### src/rtl/simple_fetch_unit.sv
// rtl/simple_fetch_unit.sv - instruction fetch with prefetch FIFO and branch redirect
module simple_fetch_unit #(
   parameter int                ADDR_W   = 8,
   parameter int                DATA_W   = 32,
   parameter int                DEPTH    = 4,
   parameter logic [ADDR_W-1:0] RESET_PC = '0,
   parameter logic [DATA_W-1:0] NOP_INS  = 32'h00000001
) (
   input  logic                     clk,
   input  logic                     rst,
   output logic                     mem_en,
   output logic [ADDR_W-1:0]        mem_addr,
   input  logic [DATA_W-1:0]        mem_rdata,
   output logic [DATA_W-1:0]        cur_ins,
   output logic [ADDR_W-1:0]        ins_pc,
   output logic                     ins_valid,
   input  logic                     ins_ready,
   input  logic                     redirect,
   input  logic [ADDR_W-1:0]        redirect_pc,
   output logic [$clog2(DEPTH):0]   fifo_count
);

   localparam int PTR_W = $clog2(DEPTH);
   localparam int CNT_W = PTR_W + 1;

   typedef logic [CNT_W-1:0] cnt_t;
   localparam cnt_t DEPTH_C = cnt_t'(DEPTH);

   logic [ADDR_W-1:0] fetch_pc;
   logic [ADDR_W-1:0] pc_q;
   logic              inflight;

   logic [DATA_W-1:0] ins_mem [DEPTH];
   logic [ADDR_W-1:0] pc_mem  [DEPTH];
   logic [PTR_W-1:0]  rd_ptr;
   logic [PTR_W-1:0]  wr_ptr;
   cnt_t              count;

   cnt_t              credits;
   logic              not_empty;
   logic              push;
   logic              pop;

   // credits = FIFO slots already promised: stored words plus the read in flight
   always_comb begin
      credits   = count + cnt_t'(inflight);
      not_empty = (count != '0);
   end

   // issue a read only when its response is guaranteed a slot; a redirect flushes everything
   always_comb begin
      mem_en   = rst & ~redirect & (credits < DEPTH_C);
      mem_addr = fetch_pc;
      push     = inflight & ~redirect;
      pop      = not_empty & ins_ready & ~redirect;
   end

   // present the FIFO head, or a NOP while nothing is buffered
   always_comb begin
      ins_valid  = not_empty;
      fifo_count = count;
      cur_ins    = NOP_INS;
      ins_pc     = '0;
      if (not_empty) begin
         cur_ins = ins_mem[rd_ptr];
         ins_pc  = pc_mem[rd_ptr];
      end
   end

   // fetch pointer and the single outstanding read; redirect restarts fetch without issuing
   always_ff @(posedge clk or negedge rst) begin
      if (!rst) begin
         fetch_pc <= RESET_PC;
         inflight <= 1'b0;
         pc_q     <= '0;
      end else begin
         if (redirect) begin
            fetch_pc <= redirect_pc;
         end else if (mem_en) begin
            fetch_pc <= fetch_pc + ADDR_W'(1);
         end
         inflight <= mem_en;
         if (mem_en) begin
            pc_q <= fetch_pc;
         end
      end
   end

   // FIFO pointers and occupancy; flush on redirect wins over any push or pop
   always_ff @(posedge clk or negedge rst) begin
      if (!rst) begin
         rd_ptr <= '0;
         wr_ptr <= '0;
         count  <= '0;
      end else if (redirect) begin
         rd_ptr <= '0;
         wr_ptr <= '0;
         count  <= '0;
      end else begin
         if (push) begin
            wr_ptr <= wr_ptr + PTR_W'(1);
         end
         if (pop) begin
            rd_ptr <= rd_ptr + PTR_W'(1);
         end
         case ({push, pop})
            2'b10:   count <= count + cnt_t'(1);
            2'b01:   count <= count - cnt_t'(1);
            default: count <= count;
         endcase
      end
   end

   // FIFO storage; the word returned by memory is paired with the address that fetched it
   always_ff @(posedge clk) begin
      if (push) begin
         ins_mem[wr_ptr] <= mem_rdata;
         pc_mem[wr_ptr]  <= pc_q;
      end
   end

endmodule

### config.mk
export PLATFORM = sky130hd
export DESIGN_NAME = simple_fetch_unit
export DESIGN_NICKNAME = d
export VERILOG_FILES = /design/src/rtl/simple_fetch_unit.sv
export SDC_FILE = /design/constraint.sdc
export NUM_CORES = 1
export LEC_CHECK = 0
export ABC_AREA = 1
export ABC_CLOCK_PERIOD_IN_PS = 5000
export BUFFER_PORTS_ARGS = -buffer_cell sky130_fd_sc_hd__buf_2
export CORE_UTILIZATION = 45
export CTS_CLUSTER_SIZE = 16
export DETAILED_ROUTE_END_ITERATION = 10
export GPL_TIMING_DRIVEN = 0
export PLACE_DENSITY = 0.75
export SETUP_SLACK_MARGIN = 0.5
export SLEW_MARGIN = 20
export SYNTH_ARGS = -nofsm -noshare
export SYNTH_HDL_FRONTEND = slang
export SYNTH_SLANG_ARGS = --single-unit
### constraint.sdc
create_clock -name clk -period 5 [get_ports clk]
set_input_delay 0.5 -clock clk [delete_from_list [all_inputs] [get_ports clk]]
set_output_delay 0.5 -clock clk [all_outputs]
set_load 0.05 [all_outputs]
==> summary.md <==
| Metric | Value |
|---|---|
| Combinational share of power | `0.159` |
| Cts repair resizes | `0` |
| Area leader, netlist | `edfxtp_1` |
| Most common cell after layout, fill and taps aside | `edfxtp_1` |
| GRT Residual Overflow | `0` |
| Clock Tree Buf Depth | `2` |
| # diodes | `0` |
| Worst Max-Slew Pin Slew | `723.4 ps` |
| Max-slew violations | `0` |
| Worst skew pair latency | `430 ps` |
| Setup TNS | `0 ps` |
| # Post-CTS Setup Buffers | `0` |
| Net switching power | `1.013 mW` |
| Antenna Nets Post-Route | `0` |
| Worst path arrival time | `2180 ps` |
| First-pass GRT wire length | `25.45 mm` |
| Yosys warns | `0` |
| Top routing layer in use | `met5` |
| Most frequent cells in the layout | `160 x edfxtp_1, 159 x nor2_1, 111 x buf_2, 67 x o21ai_0, 52 x nand2_1` |
| P per Cell Area | `391.7 mW/mm^2` |
| P_int | `2.543 mW` |
| CTS buffer count | `17` |
| Initial antenna violation count | `2` |
| Via count | `5116` |
| Metal-1 WL | `6.763 mm` |
| FILL cells | `1382` |
| Total power draw | `3.556 mW` |
| CP required | `4500 ps` |
| Synth Instances | `639` |
| CTS tree | `done` |
| Min Hold Slack | `54.81 ps` |
| IO buf count | `96` |
| 1st-pass router iterations | `5` |
| Total Nets Final | `811` |
| Synth-to-layout area growth | `20.10%` |
| Gpl congestion | `0.7796` |
| Share of post-route cells with drive strength above 1 | `0.2313` |
| Clock root buffer | `clkbuf_16` |
| Max VDD drop | `0.2284 mV` |
| Largest net degree at the start of global routing | `26` |
| Leakage power | `3.540 nW` |
| Worst clock skew | `10.35 ps` |
| Worst-path clk slew | `70 ps` |
| Synthesized area | `0.007558 sq mm` |
| Crit-path max FO | `10` |
| Core area | `0.01647 sq mm` |
| Post-synthesis sequential area ratio | `0.7151` |
| Syn nets | `689` |
| Initial DRC Count | `475` |
| Status | `complete, no violations` |
| Die Ht | `131.6 microns` |
| Synth top area cells | `edfxtp_1 64%, nor2_1 8.1%, dfrtp_1 7.9%` |
| Post-layout min period | `2677 ps` |
| Met2 wire length | `7.975 mm` |
| DR WL met3 | `1.043 mm` |
| Dpl hpwl | `10.59 mm` |
| DR vias/cell | `5.147` |
| Initial cell density of the core | `0.4590` |
| Die area | `0.01732 sq mm` |
| Rel. slew slack | `0.5166` |
| Clock group share of total power | `0.345` |
| Maximum Capacitance Violations | `0` |
| RSZ-0062 raised after global routing | `no` |
| Clock Sinks | `184` |
| Worst Setup End Kind | `output port` |
| Top Ports | `97` |
| Setup violations, final | `0` |
| Net Sw Frac | `0.2849` |
| Post-Route WL | `16.06 mm` |
| Sequential Power Share | `0.496` |
| Distinct cells, synth | `28` |
| CP Class | `reg -> out` |
| H-tree Lvls | `4` |
| Worst min path class | `in -> async` |
| Final period utilization | `0.5353` |
| Worst setup SP type | `register` |
| Overall Global Routing Usage | `0.1941` |
| Yosys top cell area share | `0.6357` |
| Number of global-route vias before repair | `4934` |
| Avg Cell Area, Syn | `11.83 sq um` |
| Cts-stage hold buffer count | `0` |
| Routed WL per cell | `16.15 microns` |
| Post-route DRC | `0` |
| Final Hold Vio Count | `0` |
| # rows | `47` |
| Flops & latches, synth | `184` |
| Die Width | `131.6 microns` |
| Fmax | `373.6 MHz` |
[metrics by stage]
stage	worst slack (ps)	utilization	cells	cell area, sq um
global placement	535.0	0.5049	955	8314
finish	2323	0.5513	994	9077
CTS	2265	0.5513	994	9077
detailed placement	2492	0.5185	962	8537
floorplan	1972	-	639	7559
global route	2154	0.5513	994	9077
[Yosys cell counts, drive strengths merged]
| cell | n |
|---|---|
| nand3 | 17 |
| a21boi | 3 |
| nand2 | 57 |
| clkinv | 1 |
| dfrtp | 24 |
| nand4 | 6 |
| fa | 1 |
| edfxtp | 160 |
| ha | 5 |
| clkbuf | 14 |
| buf | 19 |
| xnor2 | 1 |
| xor2 | 3 |
| inv | 26 |
| a21oi | 44 |
| o21ai | 93 |
| nor2 | 165 |
[worst max-delay path, cell delays in order, from the launching register on]
cell	delay, ps
dfrtp_1	370
buf_6	140
clkinv_2	110
clkbuf_1	420
o21ai_0	170
a21oi_1	230
buf_2	300
[power by group through the flow]
stage          registers (mW)  clock network [mW]  logic, mW
6_report                 1.76                1.23      0.565
2_1_floorplan            1.82                   0      0.363
3_5_place_dp             1.80                   0      0.570
3_3_place_gp             1.79                   0      0.553
5_1_grt                  1.77                1.31      0.613
4_1_cts                  1.76                1.25      0.572
[logic make-up (layout without fill, tap and decap cells)]
group / Yosys count / count (layout) / share of synthesized area
flops: 184 / 184 / 0.7151
compound gates: 140 / 140 / 0.09866
fa+ha+maj: 6 / 6 / 0.01093
xor+xnor: 4 / 4 / 0.004636
simple gates: 245 / 245 / 0.1341
buf+inv: 60 / 195 / 0.03658
[state kept, by name (all words and copies together) (netlist names)]
name        flops
ins_mem       128
pc_mem         32
mem_addr        8
pc_q            8
fifo_count      3
rd_ptr          2
wr_ptr          2
inflight        1
[worst paths after layout]
kind,from,slack (ps),cells past startpoint,endpoint
max in group asynchronous,rst,4570,1,rd_ptr[1]$_DFFE_PN0P_
min in group clk,redirect_pc[7],280,3,mem_addr[7]$_DFFE_PN0P_
setup / recovery,rd_ptr[0]$_DFFE_PN0P_,2320,6,cur_ins[11]
hold reg to reg,pc_q[3]$_DFFE_PN0P_,530,0,pc_mem[2][3]$_DFFE_PP_
hold / removal,rst,50,1,mem_addr[7]$_DFFE_PN0P_
setup reg to reg,inflight$_DFF_PN0_,3050,3,ins_mem[3][17]$_DFFE_PP_
[layer usage]
metal / global-route usage / vias to the layer above
met2: 0.3175 / 160
met3: 0.06289 / 24
met1: 0.2426 / 2458
li1: - / 2470
met4: 0.06589 / 4
met5: 0 / -
[layout make-up]
cell class / instances / area (sq um) / area share
sequential: 184 / 5405 / 0.5955
multi-input combinational: 395 / 1907 / 0.2101
timing repair buffer: 103 / 673.1 / 0.07416
clock buffer: 21 / 471.7 / 0.05196
tap: 220 / 275.3 / 0.03032
buffer: 33 / 173.9 / 0.01916
inverter: 27 / 102.6 / 0.01130
clock inverter: 11 / 68.82 / 0.007581
Note: power is estimated with default switching activity, not from simulation.
